===== src/rtl/seg7_mux_decoder.sv =====
`default_nettype none
// ============================================================================
// Module   : seg7_mux_decoder
// Purpose  : Receive side of a multiplexed 7-segment bus. Synchronizes the
//            bus, waits for a stable pattern, decodes it back to BCD and
//            stores it per digit position (units / tens).
// Revision : 1.0 - initial release
// ============================================================================
module seg7_mux_decoder #(
  parameter int unsigned STABLE_CYCLES  = 16,
  parameter bit          SEG_ACTIVE_LOW = 1'b0
) (
  input  logic       clk,
  input  logic       rst_n,
  input  logic [7:0] seg_in,
  input  logic       err_clr,
  output logic [3:0] digit0,
  output logic [3:0] digit1,
  output logic [1:0] blank,
  output logic       update,
  output logic       err
);

  localparam int unsigned        c_CNT_W   = $clog2(STABLE_CYCLES + 1);
  localparam logic [c_CNT_W-1:0] c_CNT_MAX = c_CNT_W'(STABLE_CYCLES);
  localparam logic [c_CNT_W-1:0] c_CNT_HIT = c_CNT_W'(STABLE_CYCLES - 1);

  typedef enum logic [1:0] {
    ST_WAIT   = 2'd0,
    ST_ACCEPT = 2'd1,
    ST_HOLD   = 2'd2
  } state_t;

  logic [7:0]         sync1_q;
  logic [7:0]         s_q;
  logic [7:0]         prev_q;
  logic [7:0]         pat_q;
  logic [c_CNT_W-1:0] cnt_q;
  logic [c_CNT_W-1:0] cnt_d;
  state_t             state_q;
  logic [3:0]         digit0_q;
  logic [3:0]         digit1_q;
  logic [1:0]         blank_q;
  logic               update_q;
  logic               err_q;

  logic               w_same;
  logic [6:0]         w_seg;
  logic [3:0]         w_dec_val;
  logic               w_dec_valid;
  logic               w_dec_blank;

  assign w_same = (s_q == prev_q);

  // Two-flop synchronizer on the whole bus, plus a one-cycle history copy
  always_ff @(posedge clk or negedge rst_n) begin
    if (!rst_n) begin
      sync1_q <= '0;
      s_q     <= '0;
      prev_q  <= '0;
      cnt_q   <= '0;
    end else begin
      sync1_q <= seg_in;
      s_q     <= sync1_q;
      prev_q  <= s_q;
      cnt_q   <= cnt_d;
    end
  end

  // Stability counter: restarts on any change, saturates at STABLE_CYCLES
  always_comb begin
    cnt_d = cnt_q;
    if (!w_same) begin
      cnt_d = '0;
    end else if (cnt_q != c_CNT_MAX) begin
      cnt_d = cnt_q + c_CNT_W'(1);
    end
  end

  // Segment polarity is fixed at build time; the select bit is never inverted
  generate
    if (SEG_ACTIVE_LOW) begin : g_active_low
      assign w_seg = ~pat_q[6:0];
    end else begin : g_active_high
      assign w_seg = pat_q[6:0];
    end
  endgenerate

  // Pattern decoder {g,f,e,d,c,b,a} -> BCD, blank or invalid
  always_comb begin
    w_dec_val   = 4'd0;
    w_dec_valid = 1'b1;
    w_dec_blank = 1'b0;
    case (w_seg)
      7'h3F: w_dec_val = 4'd0;
      7'h06: w_dec_val = 4'd1;
      7'h5B: w_dec_val = 4'd2;
      7'h4F: w_dec_val = 4'd3;
      7'h66: w_dec_val = 4'd4;
      7'h6D: w_dec_val = 4'd5;
      7'h7D: w_dec_val = 4'd6;
      7'h07: w_dec_val = 4'd7;
      7'h7F: w_dec_val = 4'd8;
      7'h6F: w_dec_val = 4'd9;
      7'h00: begin
        w_dec_valid = 1'b0;
        w_dec_blank = 1'b1;
      end
      default: w_dec_valid = 1'b0;
    endcase
  end

  // Accept FSM with registered results; one accept per stable window
  always_ff @(posedge clk or negedge rst_n) begin
    if (!rst_n) begin
      state_q  <= ST_WAIT;
      pat_q    <= '0;
      digit0_q <= 4'd0;
      digit1_q <= 4'd0;
      blank_q  <= 2'b11;
      update_q <= 1'b0;
      err_q    <= 1'b0;
    end else begin
      update_q <= 1'b0;
      if (err_clr) begin
        err_q <= 1'b0;
      end
      case (state_q)
        ST_WAIT: begin
          if (w_same && (cnt_q == c_CNT_HIT)) begin
            pat_q   <= s_q;
            state_q <= ST_ACCEPT;
          end
        end
        ST_ACCEPT: begin
          state_q <= ST_HOLD;
          if (w_dec_valid) begin
            if (pat_q[7]) begin
              digit1_q <= w_dec_val;
            end else begin
              digit0_q <= w_dec_val;
            end
            blank_q[pat_q[7]] <= 1'b0;
            update_q          <= 1'b1;
          end else if (w_dec_blank) begin
            blank_q[pat_q[7]] <= 1'b1;
            update_q          <= 1'b1;
          end else begin
            // A new error outranks a simultaneous clear
            err_q <= 1'b1;
          end
        end
        ST_HOLD: begin
          if (!w_same) begin
            state_q <= ST_WAIT;
          end
        end
        default: state_q <= ST_WAIT;
      endcase
    end
  end

  assign digit0 = digit0_q;
  assign digit1 = digit1_q;
  assign blank  = blank_q;
  assign update = update_q;
  assign err    = err_q;

endmodule
`default_nettype wire


===== config.mk =====
export PLATFORM = sky130hd
export DESIGN_NAME = seg7_mux_decoder
export DESIGN_NICKNAME = d
export VERILOG_FILES = /design/src/rtl/seg7_mux_decoder.sv
export SDC_FILE = /design/constraint.sdc
export NUM_CORES = 1
export LEC_CHECK = 0
export BUFFER_PORTS_ARGS = -buffer_cell sky130_fd_sc_hd__clkbuf_2
export CORE_MARGIN = 2
export CORE_UTILIZATION = 57
export CTS_CLUSTER_DIAMETER = 40
export DETAILED_ROUTE_END_ITERATION = 6
export GPL_TIMING_DRIVEN = 0
export PLACE_DENSITY = 0.75
export SYNTH_ARGS = -nofsm -noshare
export SYNTH_HDL_FRONTEND = slang
export SYNTH_SLANG_ARGS = --single-unit

===== constraint.sdc =====
create_clock -name clk -period 2 [get_ports clk]
set_input_delay 0.2 -clock clk [delete_from_list [all_inputs] [get_ports clk]]
set_output_delay 0.2 -clock clk [all_outputs]
set_load 0.02 [all_outputs]

==> results of run 1 <==
## power by group through the flow
stage          Clock (mW)  Sequential (mW)  Combinational (mW)
2_1_floorplan           0             1.09              0.0162
4_1_cts             0.502             1.07              0.0595
5_1_grt             0.547             1.07              0.0753
3_5_place_dp            0             1.09              0.0474
6_report            0.478             1.07              0.0657
3_3_place_gp            0             1.09              0.0457
## repair_timing
item,in CTS,in global routing
gates resized for setup,0,4
endpoints found under the hold margin,8,25
hold buffers,8,2
endpoints found under the setup margin,0,2
## state kept, by name (all words and copies together), names as in the netlist, named ones only
register and flops:
digit1 4, err 1, digit0 4, state_q 2, s_q 8, pat_q 8, cnt_q 5, update 1
prev_q 8, sync1_q 8
## worst max-delay path: stages (launching register included)
cell      delay [ps]
dfrtp_1          400
buf_6            130
or3b_1           380
o211ai_2         210
a311oi_2         160
nor2_1           190
mux2_1           330
## logic make-up after synthesis
family,count (synthesis)
flops,51
simple gates,47
compound gates,20
xor+xnor,13
buf+inv,12
mux,11
fa+ha+maj,3
## layout by cell type (no fill, tap or decap), types with 2 or more instances in the layout
master         synthesis  final
clkbuf_4               0      5
buf_6                  3      3
clkbuf_2               0     21
o2bb2ai_1              6      6
nor3_1                 2      2
nand4_1                2      2
nor2_1                11     10
dlygate4sd3_1          0     10
nand3_1                3      3
nand2b_1               6      6
o21ai_0                5      5
mux2_2                 8      8
inv_1                  8      8
xnor2_1                2      2
and3_1                 3      3
nand2_1                8      8
dfrtp_2                0      2
a21oi_1                3      3
mux2_1                 2      2
dfrtp_1               49     47
xor2_1                11     11
dfstp_2                2      2
ha_1                   3      3
nor4_2                 2      3
## cell type report
class	count	area [sq um]
Tap cell	46	57.6
Inverter	8	30.0
Timing Repair Buffer	33	230
Buffer	4	41.3
Clock buffer	6	51.3
Multi-Input combinational cell	94	707
Fill cell	245	975
Clock inverter	2	16.3
Sequential cell	51	1280
## worst paths after layout
path	end	slack (ps)
max	digit0[2]	90
min	digit1[3]	350
max reg2reg	digit0[2]	90
min reg2reg	s_q[2]	360
max in group asynchronous	async pin	1050
min in group clk	s_q[2]	360
## Yosys cell counts (3+ instances only)
library cell / number
nand2b_1: 6
o21ai_0: 5
ha_1: 3
dfrtp_1: 49
nand3_1: 3
a21oi_1: 3
and3_1: 3
mux2_2: 8
xor2_1: 11
inv_1: 8
buf_6: 3
nand2_1: 8
o2bb2ai_1: 6
nor2_1: 11
## routing by layer
metal / up-vias / wire length, um / GRT usage [%]
met5: - / 0 / 0
met4: 0 / 21 / 8.42
met3: 2 / 130 / 4.58
met2: 30 / 1680 / 32.6
met1: 627 / 1380 / 20.6
li1: 620 / - / -
## metrics by stage
step                      hold slack, ps  area, sq um  util (%)
after global placement               309         2220      65.4
final                                354         2410      71.2
after detailed placement             310         2220      65.4
after global routing                 379         2410      71.2
after CTS                           8.78         2360      69.7
after floorplan                    -95.6         2050         -
==> flow_summary.ini, run 1 <==
[clock_tree]
numCtsBuffers = 5
cts_tree = yes
clk_pin_slew_ps = 130
root_buffer = clkbuf_4
clock-sinks = 51
clock_tree.buffer_depth = 2
clk-insertion-delay-late_ps = 350
htreeDepth = 2
cts_setup_buffers = 0

[placed_design]
io_buffers = 22
dpl_worst_slack_ps = 93.6
dp_hpwl_mm = 2.27
placed_cells = 225
place_congestion = 0.802

[power]
internal_power_mw = 1.26
powerDensity_mw_per_mm2 = 668
p_seq_share_pct = 66.3
p_sw_mw = 0.351
total_power_mw = 1.61
vdd_drop_max_uv = 497
p_comb_share_pct = 4.1
p_leak_nw = 1.14
clkPwrFrac_pct = 29.6
p_sw_share_pct = 21.8

[yosys]
synthMuxAreaShare_pct = 5.99
yosysTopAreaCellShare_pct = 59.9
synth_edf_count = 0
ys_seq_area_share_pct = 62.4
synth_xor_area_share_pct = 5.56
synth_compound_area_share_pct = 7.51
synth_seq_cells = 51
synthArstFlopShare_pct = 100
syn_avg_cell_area_sq_um = 13.0
yosys.area_share.simple_pct = 13.2
synth_area_sq_mm = 0.00205
synth.distinct_cells = 37
synth_top_area_cell = dfrtp_1
yosys.area_share.adder_pct = 1.83
synth_area_leaders = dfrtp_1 (60%), xor2_1 (4.7%), mux2_2 (4.4%), dfstp_2 (2.6%), o2bb2ai_1 (2.6%)
synth_fp_nets = 171
synth-main-ff-cell = dfrtp_1
synth_top_family_by_area = simple AND/OR/NAND/NOR gates
synth_cells = 157
yosys_warnings = 0

[sta]
worstMarginPinSlew_ps = 803
fmax_ghz = 0.524
fin_ws_ps = 90.8
slew_headroom_pct = 45.7
fin_worst_skew_ps = 10.4
setup_viol_count_final = 0
setup_tns_ps = 0
slew_viol_final = 0
hold_violations = 0
period_needed_ps = 1910
fin_crit_sh_pct = 95.5
rsz0062_at_grt = no

[critical_path]
rr_worst_depth = 6
cp-end-kind = flop
timing.rr.start = pat_q[3]
cp-startpoint = pat_q[3]
worstSetupPathType = reg2reg
crit_required_ps = 2240
cp_max_fo = 9
critical_path_arrival_ps = 2150
critPathLaunchType = flop

[global_routing]
grt_max_degree = 52
grt_pass1_wl_mm = 5.73
antenna_found_initial = 0
track_usage_pct = 18.3
grt_pass1_vias = 1342
overflow = 0

[detailed_routing]
antenna_left = 0
drtPass1Iterations = 4
wl_mm = 3.21
drt_iter0_markers = 88
vias = 1279
drc = 0
viasPerCell = 5.24
wl_per_cell_um = 13.2

[cells_and_area]
fin_nets = 211
insertedDiodeCount = 0
area_growth_pct = 17.9
final_cells = 244
drive_gt1_share_pct = 27.8

[floorplan]
die_area_sq_mm = 0.00409
core_area_sq_mm = 0.00339
io_pins = 23
fp-row-count = 21
initial_utilization_pct = 60.4
die_y_um = 63.9
die_w_um = 63.9

[status]
outcome = finished clean

[hold_path]
hold_path_class = in2async

[flow_run]
maxCapViolCount = 0
No activity file was read; power rests on OpenSTA's default activity.
==> inputs of run 2 (changes only) <==
CORE_UTILIZATION = 42   (was 57)
PLACE_DENSITY = 0.57   (was 0.75)
==> flow_summary.ini, run 2 (synthesis gave the netlist of run 1 again) <==
[floorplan]
die_area_sq_mm = 0.00545
die_y_um = 73.8
fp-row-count = 25
core_area_sq_mm = 0.00472
die_w_um = 73.8
initial_utilization_pct = 43.4
io_pins = 23

[power]
clkPwrFrac_pct = 34.6
p_comb_share_pct = 3.7
vdd_drop_max_uv = 442
powerDensity_mw_per_mm2 = 704
p_leak_nw = 1.15
p_sw_share_pct = 22.8
p_sw_mw = 0.394
internal_power_mw = 1.34
p_seq_share_pct = 61.7

[cells_and_area]
final_common_cell = dfrtp_1
drive_gt1_share_pct = 28.4
fin_nets = 210
area_growth_pct = 20.0
utilization_pct = 52.1
final_cell_mix = dfrtp_1 (47), clkbuf_2 (21), xor2_1 (11)
insertedDiodeCount = 0

[sta]
worstMarginPinSlew_ps = 817
fin_worst_skew_ps = 6.79
rsz0062_at_grt = no
fin_hold_ws_ps = 70.9
fin_crit_sh_pct = 94.7
hold_violations = 0
fmax_ghz = 0.528
setup_viol_count_final = 0
slew_headroom_pct = 44.8
period_needed_ps = 1890
setup_tns_ps = 0
slew_viol_final = 0

[global_routing]
grt_max_degree = 52
met3_usage_pct = 4.25
antenna_found_initial = 0
grt_use_met1_pct = 18.7
grt.busiest_layer = met2
grt_pass1_wl_mm = 5.95
grt_util_met2_pct = 23.2
track_usage_pct = 14.8
grt_pass1_vias = 1283
overflow = 0

[detailed_routing]
wl_per_cell_um = 13.1
antenna_left = 0
drc = 0
drt_iter0_markers = 26
vias = 1266
viasPerCell = 4.80
wl_mm = 3.46
drtPass1Iterations = 4

[clock_tree]
clock_tree.buffer_depth = 2
htreeDepth = 2
numCtsBuffers = 5
clk-insertion-delay-late_ps = 310
clk_pin_slew_ps = 100
root_buffer = clkbuf_8
cts_tree = yes
clock-sinks = 51

[hold_path]
min_path_cells = 2
hold_path_class = in2reg
holdPathEnd = err
min-delay-start = err_clr

[placed_design]
place_congestion = 0.819
io_buffers = 22
dp_hpwl_mm = 2.39

[critical_path]
critical_path_arrival_ps = 2080
cp-end-kind = flop
crit_required_ps = 2190
worstSetupPathType = reg2reg
regToRegEndpoint = digit1[2]
cp_max_fo = 8
rr_worst_depth = 5
timing.rr.start = pat_q[0]
critPathLaunchType = flop
reg2reg_setup_slack_ps = 110

[flow_run]
maxCapViolCount = 0

[status]
outcome = finished clean
==> run 2: layout make-up <==
type / instances / area [sq um]
well taps: 67 / 83.8
fillers: 412 / 2260
multi-input cells: 94 / 709
clock inverters: 3 / 23.8
repair buffers: 32 / 220
flip-flops and latches: 51 / 1280
inverters: 8 / 30.0
plain buffers: 4 / 41.3
clock buffers: 5 / 68.8
==> run 2: metrics by stage <==
stage	cell area (sq um)	instances	worst slack [ps]	total power, mW
2_1_floorplan	2050	157	233	1.10
3_3_place_gp	2240	246	106	1.13
3_5_place_dp	2240	246	45.5	1.14
4_1_cts	2410	262	14.3	1.75
5_1_grt	2460	264	11.9	1.81
6_report	2460	264	107	1.73
==> run 2: what timing repair did <==
action                                  CTS  global route
setup buffers                             0             0
hold buffers                              8             1
gates resized for setup                   0             5
hold endpoints to repair                  8            21
endpoints found under the setup margin    0             4
==> run 2: worst max-delay path by stage <==
stage / start / endpoint / cells after the start
floorplan: pat_q[3] / digit1[2] / 6
detailed placement: pat_q[0] / digit1[2] / 5
CTS: pat_q[0] / digit1[2] / 5
global placement: pat_q[3] / digit0[2] / 6
global route: pat_q[0] / digit1[2] / 5
finish: pat_q[0] / digit1[2] / 5
==> run 2: critical path: stages (launching register included) <==
cell,delay (ps)
dfrtp_2,470
or3b_1,420
o211ai_2,210
a311oi_2,180
nor2_2,170
mux2_1,330
==> run 2: metal layers <==
metal	wire [um]	share of wire, %
met1	1590	46
met2	1650	48
met3	143	4.1
met4	78	2.3
met5	0	0
==> run 2: power groups by stage <==
stage	sequential [mW]	clock, mW	combinational [mW]
2_1_floorplan	1.09	0	0.0162
3_3_place_gp	1.09	0	0.0463
3_5_place_dp	1.09	0	0.0474
4_1_cts	1.07	0.621	0.0597
5_1_grt	1.07	0.662	0.0732
6_report	1.07	0.598	0.0638
==> inputs of run 3 (changes only) <==
CORE_MARGIN = default   (was 2)
==> flow_summary.ini, run 3 (synthesis gave the netlist of run 1 again) <==
[floorplan]
io_pins = 23
die_area_sq_mm = 0.00516
fp-row-count = 25
core_area_sq_mm = 0.00469
die_y_um = 71.8
initial_utilization_pct = 43.7
die_w_um = 71.8

[cells_and_area]
final_cell_mix = dfrtp_1 (48), clkbuf_2 (21), xor2_1 (11)
final_cells = 252
fin_area_sq_mm = 0.00247
drive_gt1_share_pct = 28.3
utilization_pct = 52.6
fin_nets = 212
insertedDiodeCount = 0
area_growth_pct = 20.6
final_common_cell = dfrtp_1

[power]
p_leak_nw = 1.17
vdd_drop_max_uv = 487
powerDensity_mw_per_mm2 = 735

[critical_path]
cp_max_fo = 9
slowest_delay_ps = 490
worstPathCellList = or3b_1, o211ai_2, a311oi_2, nor2_2, mux2_1
cp-startpoint = pat_q[1]
critPathLaunchType = flop
crit_required_ps = 2180
critical_path.slowest_cell = dfrtp_1
worstSetupPathType = reg2reg
timing.rr.start = pat_q[1]
critical_path_arrival_ps = 2100
cp-end-kind = flop

[detailed_routing]
vias = 1304
wl_per_cell_um = 13.8
viasPerCell = 5.17
antenna_left = 0
drt_iter0_markers = 49
wl_mm = 3.47
drc = 0
drtPass1Iterations = 4

[clock_tree]
numCtsBuffers = 5
clock-sinks = 51
clk_pin_slew_ps = 90
htreeDepth = 2
clock_tree.buffer_depth = 2
root_buffer = clkbuf_8
clk-insertion-delay-late_ps = 300
cts_tree = yes

[global_routing]
grt_max_degree = 52
overflow = 0
track_usage_pct = 15.4
antenna_found_initial = 0
grt_pass1_wl_mm = 5.97
grt_pass1_vias = 1290

[sta]
fmax_ghz = 0.522
hold_violations = 0
setup_viol_count_final = 0
fin_worst_skew_ps = 6.26
setup_tns_ps = 0
fin_ws_ps = 83.5
fin_crit_sh_pct = 95.8
slew_viol_final = 0
worstMarginPinSlew_ps = 757
slew_headroom_pct = 48.8
period_needed_ps = 1920

[status]
outcome = finished clean

[placed_design]
dpl_worst_slack_ps = 70.6
placed_cells = 233
dp_hpwl_mm = 2.47
place_congestion = 0.803
io_buffers = 22
placedInstanceArea_sq_mm = 0.00223

[hold_path]
hold_path_class = in2reg
min-delay-start = err_clr

[flow_run]
maxCapViolCount = 0
## run 3: area by class of cell
class,count,area [sq um]
Fill cell,407,2220
Sequential cell,51,1280
Multi-Input combinational cell,94,709
Timing Repair Buffer,34,235
Clock buffer,5,68.8
Tap cell,54,67.6
Buffer,4,41.3
Clock inverter,2,37.5
Inverter,8,30.0
## run 3: path summary, 6_finish.rpt
check	end	slack, ps	depth (start not counted)
max	digit0[2]	80	5
min	err	80	2
max reg2reg	digit0[2]	80	5
min reg2reg	s_q[7]	350	0
max in group asynchronous	pat_q[0]	1090	3
min in group asynchronous	digit0[1]	380	2
## run 3: where the power goes
group          switching (mW)  leakage [nW]  internal (mW)  total [mW]
registers              0.0136         0.648           1.05        1.07
logic                  0.0336         0.469         0.0308      0.0644
clock network           0.316        0.0502          0.365       0.682
## run 3: worst max-delay path: cells and delay by family (launching register included)
family | cells | cell delay [ps]
AOI/OAI and AO/OA | 2 | 400
DFF | 1 | 490
muxes | 1 | 330
and+or+nand+nor | 2 | 580
## run 3: what timing repair did
item | in CTS | in global routing
setup endpoints to repair | 0 | 6
buffers inserted | 0 | 2
resized for setup | 0 | 4
hold buffers | 8 | 1
endpoints found under the hold margin | 8 | 17
## run 3: metal layers
| metal | track usage (%) | routed length (um) |
|---|---|---|
| met3 | 4.78 | 134 |
| met2 | 26.1 | 1720 |
| met4 | 6.75 | 51 |
| met5 | 0 | 0 |
| met1 | 17.9 | 1570 |
## run 3: metrics by stage
| stage | power, mW | hold WS (ps) |
|---|---|---|
| 6_report | 1.81 | 81.5 |
| 5_1_grt | 1.89 | 81.6 |
| 4_1_cts | 1.84 | 74.3 |
| 3_5_place_dp | 1.14 | 310 |
| 3_3_place_gp | 1.13 | 308 |
| 2_1_floorplan | 1.10 | -95.6 |
